## src/rtl/hdlc_rx_pkg.sv

```systemverilog
`default_nettype none
// ============================================================================
// Module   : hdlc_rx_pkg
// Summary  : Shared types and constants for the HDLC receive deframer.
// Revision : 1.0 - initial release
// ============================================================================
package hdlc_rx_pkg;

    typedef enum logic [0:0] {
        HUNT  = 1'b0,
        FRAME = 1'b1
    } rx_state_t;

    typedef enum logic [1:0] {
        DATA  = 2'd0,
        STUFF = 2'd1,
        FLAG  = 2'd2,
        ABORT = 2'd3
    } bit_class_t;

    // The delay pipe must hold a whole flag: leading 0 plus RUN_LEN+1 ones.
    localparam int PIPE_MARGIN = 2;

    function automatic int pipe_depth(input int run_len);
        return run_len + PIPE_MARGIN;
    endfunction

endpackage
`default_nettype wire

```

## src/rtl/hdlc_run_detector.sv

```systemverilog
`default_nettype none
// ============================================================================
// Module   : hdlc_run_detector
// Summary  : Saturating ones-run counter; classifies each bit as data, stuffed
//            zero, flag or abort using the run length before the update.
// Revision : 1.0 - initial release
// ============================================================================
module hdlc_run_detector
    import hdlc_rx_pkg::*;
#(
    parameter int RUN_LEN = 5
) (
    input  logic       clk,
    input  logic       rst_n,
    input  logic       bit_in,
    input  logic       bit_vld,
    output bit_class_t bit_class
);

    localparam int c_sat   = RUN_LEN + 2;
    localparam int c_cnt_w = $clog2(c_sat + 1);
    localparam logic [c_cnt_w-1:0] c_stuff_at = c_cnt_w'(RUN_LEN);
    localparam logic [c_cnt_w-1:0] c_flag_at  = c_cnt_w'(RUN_LEN + 1);
    localparam logic [c_cnt_w-1:0] c_sat_at   = c_cnt_w'(c_sat);

    logic [c_cnt_w-1:0] ones_cnt_q;
    logic [c_cnt_w-1:0] ones_cnt_d;

    always_comb begin
        ones_cnt_d = ones_cnt_q;
        if (bit_vld) begin
            if (!bit_in) begin
                ones_cnt_d = '0;
            end else if (ones_cnt_q != c_sat_at) begin
                ones_cnt_d = ones_cnt_q + 1'b1;
            end
        end
    end

    always_comb begin
        bit_class = DATA;
        if (!bit_in && (ones_cnt_q == c_stuff_at)) begin
            bit_class = STUFF;
        end else if (!bit_in && (ones_cnt_q == c_flag_at)) begin
            bit_class = FLAG;
        end else if (bit_in && (ones_cnt_q == c_flag_at)) begin
            bit_class = ABORT;
        end
    end

    always_ff @(posedge clk) begin
        if (!rst_n) begin
            ones_cnt_q <= '0;
        end else begin
            ones_cnt_q <= ones_cnt_d;
        end
    end

endmodule
`default_nettype wire

```

## src/rtl/hdlc_rx_deframer.sv

```systemverilog
`default_nettype none
// ============================================================================
// Module   : hdlc_rx_deframer
// Summary  : HDLC receive deframer: flag/abort detection, zero de-stuffing,
//            flag-deep delay pipe and LSB-first word assembly.
// Options  : HDLC_RX_STATS_EN enables the saturating st_* counters.
// Revision : 1.0 - initial release
// ============================================================================
module hdlc_rx_deframer
    import hdlc_rx_pkg::*;
#(
    parameter int RUN_LEN = 5,
    parameter int WORD_W  = 8,
    parameter int STAT_W  = 16
) (
    input  logic              clk,
    input  logic              rst_n,
    input  logic              bit_in,
    input  logic              bit_vld,
    output logic [WORD_W-1:0] word_out,
    output logic              word_vld,
    output logic              in_frame,
    output logic              stuff_pulse,
    output logic              frame_end,
    output logic              align_err,
    output logic              abort_pulse,
    output logic [STAT_W-1:0] st_frames,
    output logic [STAT_W-1:0] st_aborts,
    output logic [STAT_W-1:0] st_align
);

    localparam int c_pipe_d = pipe_depth(RUN_LEN);
    localparam int c_pc_w   = $clog2(c_pipe_d + 1);
    localparam int c_bc_w   = (WORD_W > 1) ? $clog2(WORD_W) : 1;
    localparam logic [c_pc_w-1:0] c_pipe_full = c_pc_w'(c_pipe_d);
    localparam logic [c_bc_w-1:0] c_bit_last  = c_bc_w'(WORD_W - 1);

    bit_class_t bit_class;

    hdlc_run_detector #(.RUN_LEN(RUN_LEN)) u_run_detector (
        .clk       (clk),
        .rst_n     (rst_n),
        .bit_in    (bit_in),
        .bit_vld   (bit_vld),
        .bit_class (bit_class)
    );

    rx_state_t            state_q, state_d;
    logic [c_pipe_d-1:0]  pipe_q, pipe_d;
    logic [c_pc_w-1:0]    pcnt_q, pcnt_d;
    logic [WORD_W-1:0]    sr_q, sr_d;
    logic [c_bc_w-1:0]    bcnt_q, bcnt_d;
    logic                 has_data_q, has_data_d;
    logic [WORD_W-1:0]    word_out_q, word_out_d;
    logic                 word_vld_q, word_vld_d;
    logic                 stuff_pulse_q, stuff_pulse_d;
    logic                 frame_end_q, frame_end_d;
    logic                 align_err_q, align_err_d;
    logic                 abort_pulse_q, abort_pulse_d;

    logic w_flag, w_abort, w_stuff, w_push, w_eject, w_shift_in;

    assign w_flag     = bit_vld && (bit_class == FLAG);
    assign w_abort    = bit_vld && (bit_class == ABORT);
    assign w_stuff    = bit_vld && (bit_class == STUFF);
    assign w_push     = bit_vld && (bit_class == DATA);
    assign w_eject    = w_push && (pcnt_q == c_pipe_full);
    assign w_shift_in = w_eject && (state_q == FRAME);

    always_ff @(posedge clk) begin
        if (!rst_n) begin
            state_q <= HUNT;
        end else begin
            state_q <= state_d;
        end
    end

    always_comb begin
        state_d = state_q;
        case (state_q)
            HUNT:    if (w_flag)  state_d = FRAME;
            FRAME:   if (w_abort) state_d = HUNT;
            default: state_d = HUNT;
        endcase
    end

    always_comb begin
        stuff_pulse_d = w_stuff;
        frame_end_d   = w_flag && (state_q == FRAME) && has_data_q;
        align_err_d   = frame_end_d && (bcnt_q != '0);
        abort_pulse_d = w_abort && (state_q == FRAME);
    end

    // Flags and aborts flush the pipe, so flag bits never reach the assembler.
    always_comb begin
        pipe_d = pipe_q;
        pcnt_d = pcnt_q;
        if (w_flag || w_abort) begin
            pcnt_d = '0;
        end else if (w_push) begin
            pipe_d = {pipe_q[c_pipe_d-2:0], bit_in};
            if (pcnt_q != c_pipe_full) begin
                pcnt_d = pcnt_q + 1'b1;
            end
        end
    end

    always_comb begin
        sr_d       = sr_q;
        bcnt_d     = bcnt_q;
        has_data_d = has_data_q;
        word_out_d = word_out_q;
        word_vld_d = 1'b0;
        if (w_flag || w_abort) begin
            sr_d       = '0;
            bcnt_d     = '0;
            has_data_d = 1'b0;
        end else if (w_shift_in) begin
            sr_d             = sr_q >> 1;
            sr_d[WORD_W-1]   = pipe_q[c_pipe_d-1];
            has_data_d       = 1'b1;
            if (bcnt_q == c_bit_last) begin
                word_out_d = sr_d;
                word_vld_d = 1'b1;
                bcnt_d     = '0;
            end else begin
                bcnt_d = bcnt_q + 1'b1;
            end
        end
    end

    always_ff @(posedge clk) begin
        if (!rst_n) begin
            pipe_q        <= '0;
            pcnt_q        <= '0;
            sr_q          <= '0;
            bcnt_q        <= '0;
            has_data_q    <= 1'b0;
            word_out_q    <= '0;
            word_vld_q    <= 1'b0;
            stuff_pulse_q <= 1'b0;
            frame_end_q   <= 1'b0;
            align_err_q   <= 1'b0;
            abort_pulse_q <= 1'b0;
        end else begin
            pipe_q        <= pipe_d;
            pcnt_q        <= pcnt_d;
            sr_q          <= sr_d;
            bcnt_q        <= bcnt_d;
            has_data_q    <= has_data_d;
            word_out_q    <= word_out_d;
            word_vld_q    <= word_vld_d;
            stuff_pulse_q <= stuff_pulse_d;
            frame_end_q   <= frame_end_d;
            align_err_q   <= align_err_d;
            abort_pulse_q <= abort_pulse_d;
        end
    end

    assign word_out    = word_out_q;
    assign word_vld    = word_vld_q;
    assign in_frame    = (state_q == FRAME);
    assign stuff_pulse = stuff_pulse_q;
    assign frame_end   = frame_end_q;
    assign align_err   = align_err_q;
    assign abort_pulse = abort_pulse_q;

`ifdef HDLC_RX_STATS_EN
    logic [STAT_W-1:0] st_frames_q, st_frames_d;
    logic [STAT_W-1:0] st_aborts_q, st_aborts_d;
    logic [STAT_W-1:0] st_align_q,  st_align_d;

    always_comb begin
        st_frames_d = st_frames_q;
        st_aborts_d = st_aborts_q;
        st_align_d  = st_align_q;
        if (frame_end_d && !align_err_d && (st_frames_q != '1)) st_frames_d = st_frames_q + 1'b1;
        if (frame_end_d &&  align_err_d && (st_align_q  != '1)) st_align_d  = st_align_q  + 1'b1;
        if (abort_pulse_d && (st_aborts_q != '1))               st_aborts_d = st_aborts_q + 1'b1;
    end

    always_ff @(posedge clk) begin
        if (!rst_n) begin
            st_frames_q <= '0;
            st_aborts_q <= '0;
            st_align_q  <= '0;
        end else begin
            st_frames_q <= st_frames_d;
            st_aborts_q <= st_aborts_d;
            st_align_q  <= st_align_d;
        end
    end

    assign st_frames = st_frames_q;
    assign st_aborts = st_aborts_q;
    assign st_align  = st_align_q;
`else
    assign st_frames = '0;
    assign st_aborts = '0;
    assign st_align  = '0;
`endif

endmodule
`default_nettype wire

```

## config.mk

```make
export PLATFORM = sky130hd
export DESIGN_NAME = hdlc_rx_deframer
export DESIGN_NICKNAME = d
export VERILOG_FILES = /design/src/rtl/hdlc_rx_pkg.sv /design/src/rtl/hdlc_run_detector.sv /design/src/rtl/hdlc_rx_deframer.sv
export SDC_FILE = /design/constraint.sdc
export NUM_CORES = 1
export LEC_CHECK = 0
export BUFFER_PORTS_ARGS = -buffer_cell sky130_fd_sc_hd__buf_4
export CORE_ASPECT_RATIO = 1.5
export CORE_MARGIN = 5
export CORE_UTILIZATION = 25
export DETAILED_ROUTE_END_ITERATION = 8
export SLEW_MARGIN = 20
export SYNTH_ARGS = -nofsm -noshare
export SYNTH_HDL_FRONTEND = slang
export SYNTH_SLANG_ARGS = --single-unit
```

## constraint.sdc

```tcl
create_clock -name clk -period 2.9 [get_ports clk]
set_input_delay 0.725 -clock clk [delete_from_list [all_inputs] [get_ports clk]]
set_output_delay 0.725 -clock clk [all_outputs]
set_load 0.05 [all_outputs]
```

# Word-level counts from Yosys, hierarchy flattened
# Cells that the tools add are included.
# classes
n_addsub,3
mul,0
n_div,0
order_cmp,0
eq_ne,10
shifts,0
mux,10
n_bitwise,4
n_reduce_logical,23
# op_table
operator,n
$logic_and A1 B1 Y1,13
$eq A3 B3 Y1 const B,4
$add A3 B1 Y3 const B,3
$mux W3,3
$mux W2,3
$ne A3 B3 Y1 const B,2
$reduce_and A2 Y1,3
$eq A2 B2 Y1 const B,2
$not A1 Y1,4
$mux W1,3
$reduce_and A3 Y1,1
$reduce_bool A3 Y1,1
$reduce_or A3 Y1,1
$eq A2 B1 Y1 const B,1
$logic_not A2 Y1,1
$ne A2 B1 Y1 const B,1
$pmux W1 S2,1
$reduce_or A2 Y1,1
$logic_not A1 Y1,1
$logic_or A1 B1 Y1,1
# word_totals
register_bits,39
latchBits,0
mem_bits_rw,0
rom_bits,0
inputBits,4
output_inout_bits,62
word_cells,63
mem_count,0

# Logic depth before layout (Yosys ltp)
# Gate-level depths: netlist (run 1).
# depth
ltp_word,11
depth_mapped,8
depth_no_buf,6

# Cells and area by module
# A second synthesis (run 1) with hierarchy kept.
# hier_totals
hier_cells,219
area_unflattened_um2,1951.9
# modules_own_cells
module,n_inst,cells_per_inst,area_per_inst_um2,seq_area_each_um2
hdlc_rx_deframer,1,195,1737.9,700.7
hdlc_run_detector,1,24,214.0,60.1

# Least setup slack after synthesis (run 1)
# OpenSTA, ideal clock, no wires.
# synth_path
path_type,input-to-reg
from,input port bit_in
to,register has_data_q
setup_time_ns,0.117
arrival_time_ns,1.517
required_time_ns,2.783
path_slack_ns,1.266
stages,6
path_buffers,2
path_cell_list,nand2b_2 > a21o_1 > buf_4 > buf_6 > a21oi_1 > nor2_1
# synth_between
elab_chain_cells,8
word_cells_on_any_way,17
cone_classes,2 x eq/ne; 3 x mux; 12 x reduce/logical
# synth_lines
element,line,text
"start, declared",hdlc_rx_deframer.sv:18,"input logic bit_in,"
$logic_and A1 B1 Y1 / $logic_not A1 Y1 (equally long branches),"hdlc_run_detector.sv:46, hdlc_run_detector.sv:42, hdlc_run_detector.sv:44",
$mux W2 / $logic_and A1 B1 Y1 (equally long branches),"hdlc_run_detector.sv:46, hdlc_run_detector.sv:44",
$mux W2,hdlc_run_detector.sv:44,end else if (!bit_in && (ones_cnt_q == c_flag_at)) begin
$mux W2 (*),hdlc_run_detector.sv:42,if (!bit_in && (ones_cnt_q == c_stuff_at)) begin
"$eq A2 B2 Y1, or another cell as far along",hdlc_rx_deframer.sv:63,assign w_flag = bit_vld && (bit_class == FLAG);
"$logic_and A1 B1 Y1, on equally long branches","hdlc_rx_deframer.sv:63, hdlc_rx_deframer.sv:64, hdlc_rx_deframer.sv:66",
$logic_or A1 B1 Y1 / $logic_and A1 B1 Y1 (equally long branches),"hdlc_rx_deframer.sv:114, hdlc_rx_deframer.sv:67",
$reduce_or A2 Y1 (no line) / $logic_and A1 B1 Y1 (equally long branches),n/a,
"end signal, assigned",hdlc_rx_deframer.sv:150,has_data_q <= has_data_d;
"end, declared",hdlc_rx_deframer.sv:53,"logic has_data_q, has_data_d;"
# Every way passes the cells marked *; elsewhere a longest branch is shown, timed or not.
# A chain may end at the register's enable or synchronous reset.

# Final worst setup path (run 1)
# layout_path
from,register pcnt_q[0]
to,"register word_out_q[5], in the netlist word_out[5]"
# layout_between
elab_chain_cells,4
# layout_lines
element,line,text
"start, declared",hdlc_rx_deframer.sv:50,"logic [c_pc_w-1:0] pcnt_q, pcnt_d;"
"start signal, assigned",hdlc_rx_deframer.sv:147,pcnt_q <= pcnt_d;
$eq A3 B3 Y1,hdlc_rx_deframer.sv:67,assign w_eject = w_push && (pcnt_q == c_pipe_full);
$logic_and A1 B1 Y1,hdlc_rx_deframer.sv:67,
$logic_and A1 B1 Y1,hdlc_rx_deframer.sv:68,assign w_shift_in = w_eject && (state_q == FRAME);
$reduce_and A3 Y1 (no line),n/a,
"end signal, assigned",hdlc_rx_deframer.sv:151,word_out_q <= word_out_d;
"end, declared",hdlc_rx_deframer.sv:54,"logic [WORD_W-1:0] word_out_q, word_out_d;"
# No other way between the ends.

==> results.md, run 1 <==
- Clk slew on worst S/H paths: around 50 ps
- Total number of vias: 1446
- Cell Rows: 40
- CP Data Arrival Time: 2180 ps
- Largest family of logic cells by synthesized area: buffers and inverters
- Post-synthesis mux area share: 0.0396
- DRC errors left: 0
- Endpoints failing hold: 0
- Worst-Skew Late Latency: approximately 280 ps
- Die extent in y: roughly 120 microns
- Met3 routed WL: 308 microns
- Worst Path Required: ~3100 ps
- Worst R2R Path Depth: 6
- CTS tree: done
- Max cap viols: 0
- Synth Area in Compound Gates: 0.137
- GRT Overall Usage: 0.0745
- Final setup violation count: 0
- Synthesis warning total: 0
- Synth Area in XOR/XNOR: 0
- Achievable Freq: approximately 0.50 GHz
- RSZ-0062 raised after global routing: no
- Worst Clk Skew: 5.86 ps
- Worst slew pin tran: approximately 570 ps
- Post-route antenna net violation count: 0
- Clock H-tree levels: 2
- Number of setup buffers added after CTS: 0
- Inserted Clock Buffers: 5
- Die area: roughly 0.010 sq mm
- Placer Congestion: 0.702
- Peak fanout along the critical path: 11
- Routed wl met2: about 1.9 mm
- Root buffer cell: clkbuf_16
- Overall power: between 1 and 1.5 mW
- PostCTS Resize Cnt: 0
- I/O Buffers: 17
- Crit end category: flop
- Simple-gate share of the synthesized area: 0.171
- Slew Limit Fails: 0
- Most frequent cell after synthesis: buf_4
- Register area: 761 sq um
- CTS Hold Bufs: 0
- Seq cells post-synth: 38
- Crit path capture: word_out[5]$_SDFFE_PN0P_
- Multi-input gate area: about 1000 sq um
- Max layer used: met4
- Unique cell type count in the Yosys netlist: 34
- VDD IR max: between 0.0002 and 0.0003 V
- Worst setup path start: pcnt_q[0]$_SDFFE_PP0P_
- Final net count: 265
- Initial Util: 0.254
- Detailed placement HPWL: 2.66 mm
- DR WL/cell: between 10 and 15 microns
- Routed length on met1: 1.38 mm
- Async S/R FF share, synth: 0
- 1st-iter DRT viols: 99
- Core box area: 0.00796 sq mm
- Setup Crit Path Kind: reg2reg
- Post-Syn Area: just over 0.002 sq mm
- Lkg Pwr: roughly 0.9 nW
- Synth area leader: dfxtp_1
- Power density cells: roughly 640 mW/mm^2
- Final worst-path cycle share: 0.684
- EDFF count, synth: 0
- TritonCTS sink count: 38
- Normalized max-slew margin: 0.617
- Ratio of cells with drive above 1 in the final layout: 0.115
- Minimum clock period: around 2000 ps
- Final wirelength: approximately 3.7 mm
- Ports: between 60 and 70
- Largest net degree at the start of global routing: 31
- Fill count: between 800 and 900
- RR Startpoint: pcnt_q[0]$_SDFFE_PP0P_
- FF-to-FF End: word_out[5]$_SDFFE_PN0P_
- Yosys top cell area share: 0.376
- Status: complete, no violations
- Remaining Overflow, GRT: 0
- Vias in the first global route: 1391
- 1st-pass router iterations: 4
- Drt via density: around 4.0
- HP Class: reg2reg
- Synth Area in Adders: 0.0556
- Setup tns final: 0 ps
- Area contributors post-synth: dfxtp_1 38%, buf_4 18%, nand2_1 7.2%
- Commonest cells post-synth: 49 x buf_4, 39 x nand2_1, 38 x dfxtp_1
- Crit path launch type: flop
- N_diodes: 0
- Syn avg cell area: roughly 8.4 sq um
- FF-to-FF setup slack: around 920 ps
- Seq/Total Area, Yosys: 0.376
- Die width: 83.5 microns
- Area growth, synth to finish: 10.7%
- First-pass GRT wire length: 6.11 mm
- Ys flop type: dfxtp_1
- Clock buffer depth: 2
- Initial antenna violation count: 0
- Mapped Cells: 240
## per-stage QoR
stage / cells / cell area [sq um] / util / setup WS [ps] / hold WS (ps)
finish: 358 / 2240 / 0.282 / 916 / 451
detailed placement: 350 / 2040 / 0.257 / 846 / 448
global placement: 350 / 2040 / 0.257 / 881 / 443
global route: 358 / 2240 / 0.282 / 708 / 481
CTS: 358 / 2240 / 0.282 / 910 / 455
floorplan: 287 / 2200 / - / 1270 / 429
## worst max-delay path, cell delays in order, from the launching register on
cell     delay [ps]
dfxtp_1         340
ha_1            160
ha_1            260
and2_1          410
nand2_1         200
nor2_4          300
mux2i_1         230
## report_power, final
group / internal (mW) / switching, mW / total [mW]
combinational: 0.0175 / 0.170 / 0.187
clock: 0.516 / 0.202 / 0.718
sequential: 0.529 / 0.00446 / 0.533
total: 1.06 / 0.376 / 1.44
## flip-flops by register name, summed over array words and instances, names as in the netlist
name                       cells
abort_pulse                    1
align_err                      1
bcnt_q                         3
frame_end                      1
has_data_q                     1
in_frame                       1
pcnt_q                         3
pipe_q                         7
sr_q                           7
stuff_pulse                    1
u_run_detector.ones_cnt_q      3
word_out                       8
word_vld                       1
## layout make-up
cell class	count	share of cell area
Multi-Input combinational cell	183	0.444
Sequential cell	38	0.339
Clock buffer	6	0.0620
Tap cell	105	0.0586
Timing Repair Buffer	17	0.0570
Clock inverter	2	0.0268
Inverter	7	0.0117
## metal layers
metal	vias to the layer above	GRT usage
li1	722	-
met5	-	0
met1	664	0.0744
met4	0	0.0372
met2	53	0.135
met3	7	0.0279
## cells by family (layout without fill, tap and decap cells)
logic type | Yosys count | in the layout
simple gates | 72 | 72
buf+inv | 66 | 32
compound gates | 46 | 46
flops | 38 | 38
fa+ha+maj | 9 | 9
mux | 8 | 8
other cells | 1 | 48
## worst min path at each step
stage / from / end / slack, ps / depth (start not counted)
detailed placement: pipe_q[5]$_SDFFE_PN0P_ / pipe_q[6]$_SDFFE_PN0P_ / 450 / 2
global placement: pipe_q[5]$_SDFFE_PN0P_ / pipe_q[6]$_SDFFE_PN0P_ / 440 / 2
CTS: pipe_q[1]$_SDFFE_PN0P_ / pipe_q[2]$_SDFFE_PN0P_ / 450 / 2
global route: word_out[4]$_SDFFE_PN0P_ / word_out[4]$_SDFFE_PN0P_ / 480 / 2
finish: pipe_q[3]$_SDFFE_PN0P_ / pipe_q[4]$_SDFFE_PN0P_ / 450 / 2
floorplan: has_data_q$_SDFFE_PP0N_ / has_data_q$_SDFFE_PP0N_ / 430 / 2
## placed cells by master, fill, tap and decap left out, drive strengths merged, types with 7 or more instances in the layout
master and n:
conb 48, nand2 39, dfxtp 38, buf 17
a21oi 17, o21ai 17, nand3 11, ha 9
mux2i 8, inv 7, a21boi 7
No activity file was read; power rests on OpenSTA's default activity.
==> run 2, diff against run 1 <==
- clock period: 2.9 -> 1.6 ns (I/O delays scaled with it)
==> run 2 against run 1 <==
  * Fmax is 34% higher
  * Final cell count up 5.9%
  * Core utilization grew 1.9 points
  * Critical path depth is the same
  * Via count increased by 5.0%
  * Combinational power increased by 100%
  * Largest cell class unchanged
  * Largest power group unchanged
==> results.md, run 2 (synthesis results as in run 1) <==
- CTS Hold Bufs: 0 (unchanged)
- Drt via density: 4.01 (-0.77%)
- Crit path launch type: flop
- Setup tns final: 0 ps (unchanged)
- Placer Congestion: 0.728 (+3.7%)
- CTS tree: done
- Status: complete, no violations
- Cell Rows: 40 (unchanged)
- Max reg flops: 8 (unchanged)
- Inserted Clock Buffers: 5 (unchanged)
- Switching fraction of total power: 0.295 (+0.0338)
- Total number of vias: 1519 (+5.0%)
- Setup Crit Path Kind: reg2reg
- Slew Limit Fails: 0 (unchanged)
- Largest net degree at the start of global routing: 28 (-9.7%)
- NetSw: 0.687 mW (+83%)
- Die area: 0.0100 sq mm (unchanged)
- Peak fanout along the critical path: 5 (-6)
- Detailed placement HPWL: 2.80 mm (+5.2%)
- Clock H-tree levels: 2 (unchanged)
- Vias in the first global route: 1427 (+2.6%)
- RSZ-0062 raised after global routing: no
- Final wirelength: 3.88 mm (+5.7%)
- Post-route antenna net violation count: 0 (unchanged)
- Core box area: 0.00796 sq mm (unchanged)
- Final setup violation count: 0 (unchanged)
- First-pass GRT wire length: 6.25 mm (+2.3%)
- Final core utilization: 0.301 (+0.0195)
- 1st-pass router iterations: 4 (unchanged)
- Crit end category: flop
- Clock power frac: 0.420 (-0.079)
- Worst-Skew Late Latency: 280 ps (about the same)
- Hold path depth: 2 (unchanged)
- CP Data Arrival Time: 1690 ps (-490 ps)
- Ratio of cells with drive above 1 in the final layout: 0.190 (+0.0752)
- HP Class: in2reg
- Commonest non-fill, non-tap cell in the layout: conb_1
- GRT Overall Usage: 0.0787 (+0.00412)
- Die width: 83.5 microns (unchanged)
- Final worst-path cycle share: 0.923 (+0.239)
- Remaining Overflow, GRT: 0 (unchanged)
- Endpoints failing hold: 0 (unchanged)
- I/O Buffers: 17 (unchanged)
- Max cap viols: 0 (unchanged)
- VDD IR max: 0.000381 V (+36%)
- Die extent in y: 120 microns (unchanged)
- Initial antenna violation count: 0 (unchanged)
- 1st-iter DRT viols: 107 (+8.1%)
- Worst Clk Skew: 4.15 ps (-1.71 ps)
- Area growth, synth to finish: 18.4%
- DRC errors left: 0 (unchanged)
- Achievable Freq: 0.677 GHz (+34%)
- Worst R2R Path Depth: 6 (unchanged)
- TritonCTS sink count: 38 (unchanged)
- Root buffer cell: clkbuf_16
- Most frequent cells in the layout: 48 x conb_1, 39 x nand2_1, 36 x dfxtp_1
- Clock buffer depth: 2 (unchanged)
- Power density cells: 971 mW/mm^2 (+51%)
- DR WL/cell: 10.2 microns (-0.11%)
- Gate power share: 0.165 (+0.035)
- P_int: 1.64 mW (+54%)
- Minimum clock period: 1480 ps (-507 ps)
- Worst Path Required: 1810 ps (-1290 ps)
- Clk slew on worst S/H paths: 50 ps (about the same)
- Lkg Pwr: 1.01 nW (+11%)
- Fill count: 839 (-3.2%)
- Ports: 66 (unchanged)
- Reg power frac: 0.416 (+0.045)
- N_diodes: 0 (unchanged)
- Initial Util: 0.254 (unchanged)
- Final net count: 286 (+7.9%)
## run 2: cell count changes in the layout (fill, tap and decap cells not counted)
cell	delta
a21oi_2	+1
dfxtp_2	+2
nor2b_4	+1
ha_1	-1
dfxtp_1	-2
nor2b_2	-1
clkinv_2	+1
buf_12	+3
ha_2	+1
bufinv_16	-2
buf_4	+17
clkbuf_1	+1
## run 2: final cells by class
| class | count | area, sq um | share of cell area |
|---|---|---|---|
| Multi-Input combinational cell | 184 | 1010 | 0.422 |
| Clock buffer | 7 | 143 | 0.0595 |
| Inverter | 7 | 26.3 | 0.0110 |
| Tap cell | 105 | 131 | 0.0548 |
| Clock inverter | 1 | 5.00 | 0.00209 |
| Sequential cell | 38 | 763 | 0.319 |
| Timing Repair Buffer | 37 | 315 | 0.132 |
## run 2: worst max-delay path: stages, from the launching register on
cell	delay (ps)
dfxtp_2	350
inv_1	60
ha_1	210
nand2b_2	150
a21oi_2	110
or4_1	400
a21oi_1	130
## run 2: layer usage
layer	GRT usage	vias up	part of all wire
met4	0.0523	0	0.026
met2	0.140	61	0.50
met5	0	-	0
met3	0.0300	7	0.093
met1	0.0744	686	0.38
li1	-	765	-
## run 2: worst paths after layout
check | start | to | slack, ps
hold / removal | rst_n | stuff_pulse$_SDFF_PN0_ | 400
setup / recovery | u_run_detector.ones_cnt_q[1]$_SDFFE_PN0P_ | bcnt_q[0]$_SDFFE_PP0N_ | 120
hold reg to reg | pipe_q[1]$_SDFFE_PN0P_ | pipe_q[1]$_SDFFE_PN0P_ | 450
setup reg to reg | u_run_detector.ones_cnt_q[1]$_SDFFE_PN0P_ | bcnt_q[0]$_SDFFE_PP0N_ | 120
## run 2: repair_timing
item	in CTS	in global routing
endpoints found under the setup margin	2	20
pin swaps	1	2
cloned	0	1
resized for setup	0	4
buffers inserted	0	4
## run 2: metrics by stage
step | hold slack [ps] | cell area (sq um) | total power, mW | std cells | worst slack (ps)
global route | 408 | 2400 | 2.42 | 379 | 8.56
floorplan | 429 | 2200 | 1.40 | 287 | 89.8
global placement | 438 | 2190 | 1.36 | 366 | 18.6
detailed placement | 441 | 2190 | 1.36 | 366 | 14.0
CTS | 396 | 2330 | 2.35 | 374 | 4.18
finish | 395 | 2400 | 2.33 | 379 | 124
## run 2: power by group through the flow
| stage | Sequential [mW] | Combinational, mW | Clock (mW) |
|---|---|---|---|
| final | 0.967 | 0.383 | 0.976 |
| after global routing | 0.968 | 0.404 | 1.05 |
| after CTS | 0.966 | 0.372 | 1.02 |
| after detailed placement | 0.987 | 0.371 | 0 |
| after global placement | 0.986 | 0.369 | 0 |
| after floorplan | 0.985 | 0.416 | 0 |
==> run 3, diff against run 2 <==
==> constraint.sdc (replaced) <==
create_clock -name clk -period 1.6 [get_ports clk]
set_input_delay 0.32 -clock clk [delete_from_list [all_inputs] [get_ports clk]]
set_output_delay 0.32 -clock clk [all_outputs]
set_load 0.05 [all_outputs]
==> run 3 against run 2 <==
  * Combinational power fell by 3%
  * Highest routed layer unchanged
  * Critical path type unchanged
  * Flip-flop and latch count unchanged
  * Global-route usage down 0.072 points
==> results.md, run 3 (synthesis results as in run 1) <==
- Power density cells: 977 mW/mm^2 (+0.65%)
- Achievable Freq: 0.664 GHz (-1.9%)
- Worst path top cell family by delay: compound AO/OA/AOI/OAI gates
- Slew Limit Fails: 0 (unchanged)
- Total number of vias: 1515 (-0.26%)
- 1st-pass router iterations: 4 (unchanged)
- RSZ-0062 raised after global routing: no
- Die area: 0.0100 sq mm (unchanged)
- CP peak stage delay: 340 ps (-60 ps)
- Largest net degree at the start of global routing: 23 (-18%)
- Post-route antenna net violation count: 0 (unchanged)
- Worst path buffer plus inverter count: 2 (+1)
- Detailed placement HPWL: 2.81 mm (+0.34%)
- Final net count: 280 (-2.1%)
- Critical Path, Cell by Cell: inv_1 > ha_2 > nand2b_2 > a21oi_4 > buf_6 > nand2_1 > a21boi_1
- Worst-Skew Late Latency: 280 ps (about the same)
- Placer Congestion: 0.783 (+7.6%)
- Drt via density: 4.07 (+1.6%)
- Area growth, synth to finish: 15.0%
- Initial antenna violation count: 0 (unchanged)
- Clock buffer depth: 2 (unchanged)
- Max reg flops: 8 (unchanged)
- Crit path launch type: flop
- Final setup violation count: 0 (unchanged)
- Ports: 66 (unchanged)
- Root buffer cell: clkbuf_16
- HP Class: in2reg
- Cell Rows: 40 (unchanged)
- VDD IR max: 0.000441 V (+16%)
- Ratio of cells with drive above 1 in the final layout: 0.165 (-0.0250)
- Core box area: 0.00796 sq mm (unchanged)
- Final worst-path cycle share: 0.941 (+0.0181)
- Max layer used: met4
- Most frequent cells in the layout: 48 x conb_1, 39 x nand2_1, 37 x dfxtp_1
- Peak fanout along the critical path: 12 (+7)
- DRC errors left: 0 (unchanged)
- CTS tree: done
- Remaining Overflow, GRT: 0 (unchanged)
- Max cap viols: 0 (unchanged)
- CP Data Arrival Time: 1710 ps (+20 ps)
- Die width: 83.5 microns (unchanged)
- Worst Path Required: 1810 ps (about the same)
- Setup Crit Path Kind: reg2reg
- GRT Overall Usage: 0.0779 (-0.000722)
- 1st-iter DRT viols: 81 (-24%)
- N_diodes: 0 (unchanged)
- Lkg Pwr: 0.970 nW (-4.2%)
- Clock H-tree levels: 2 (unchanged)
- Status: complete, no violations
- Initial Util: 0.254 (unchanged)
- First-pass GRT wire length: 6.15 mm (-1.6%)
- Crit end category: flop
- I/O Buffers: 17 (unchanged)
- Final wirelength: 3.81 mm (-2.0%)
- Hold Slack: 323 ps (-72.4 ps)
- Setup tns final: 0 ps (unchanged)
- DR WL/cell: 10.2 microns (-0.11%)
- CP max-delay cell: dfxtp_1
- Routed wl met2: 1.93 mm (-0.87%)
- Met3 routed WL: 326 microns (-9.4%)
- Minimum clock period: 1510 ps (+29.0 ps)
- Endpoints failing hold: 0 (unchanged)
- TritonCTS sink count: 38 (unchanged)
- Worst Clk Skew: 4.28 ps (+0.131 ps)
- Die extent in y: 120 microns (unchanged)
- Commonest non-fill, non-tap cell in the layout: conb_1
- Inserted Clock Buffers: 5 (unchanged)
- Clk slew on worst S/H paths: 60 ps (about the same)
- Vias in the first global route: 1351 (-5.3%)
- Routed length on met1: 1.44 mm (-1.8%)
## run 3: through the flow
stage	power, mW	utilization	setup WS, ps	cells	area [sq um]
global placement	1.35	0.270	67.3	363	2150
floorplan	1.40	-	89.8	287	2200
CTS	2.31	0.288	6.72	370	2290
detailed placement	1.35	0.270	-15.9	363	2150
global route	2.36	0.293	12.6	372	2330
finish	2.28	0.293	94.7	372	2330
## run 3: path summary, 6_finish.rpt
path                                                   from                                   endpoint  slack (ps)  depth (start not counted)
hold reg to reg                      pipe_q[4]$_SDFFE_PN0P_                     pipe_q[5]$_SDFFE_PN0P_         450                          2
setup / recovery  u_run_detector.ones_cnt_q[1]$_SDFFE_PN0P_                     pipe_q[3]$_SDFFE_PN0P_          90                          7
hold / removal                                        rst_n  u_run_detector.ones_cnt_q[2]$_SDFFE_PN0P_         320                          2
setup reg to reg  u_run_detector.ones_cnt_q[1]$_SDFFE_PN0P_                     pipe_q[3]$_SDFFE_PN0P_          90                          7
## run 3: where the power goes
part / internal (mW) / switching (mW) / total, mW
clock: 0.568 / 0.370 / 0.938
combinational: 0.0546 / 0.315 / 0.370
sequential: 0.959 / 0.00819 / 0.967
total: 1.58 / 0.694 / 2.28
## run 3: worst register-to-register path, cell delays in order, from the launching register on
cell and delay, ps:
dfxtp_1 340, inv_1 90, ha_2 200, nand2b_2 100
a21oi_4 280, buf_6 190, nand2_1 70, a21boi_1 160
## run 3: repair_timing
action                     CTS  global route
buffers inserted             0             2
setup endpoints to repair    1            22
resized for setup            0             5
hold buffers                 0             0
pin swaps                    1             2
## run 3: per-layer routing
layer  vias up  global-route usage
li1        754                   -
met1       699              0.0778
met2        56               0.135
met3         6              0.0300
met4         0              0.0503
met5         -                   0
## run 3: cell type report
class	count	area (sq um)
Clock buffer	6	129
Clock inverter	1	7.51
Fill cell	857	5630
Inverter	7	26.3
Multi-Input combinational cell	183	1000
Sequential cell	38	762
Tap cell	105	131
Timing Repair Buffer	32	269
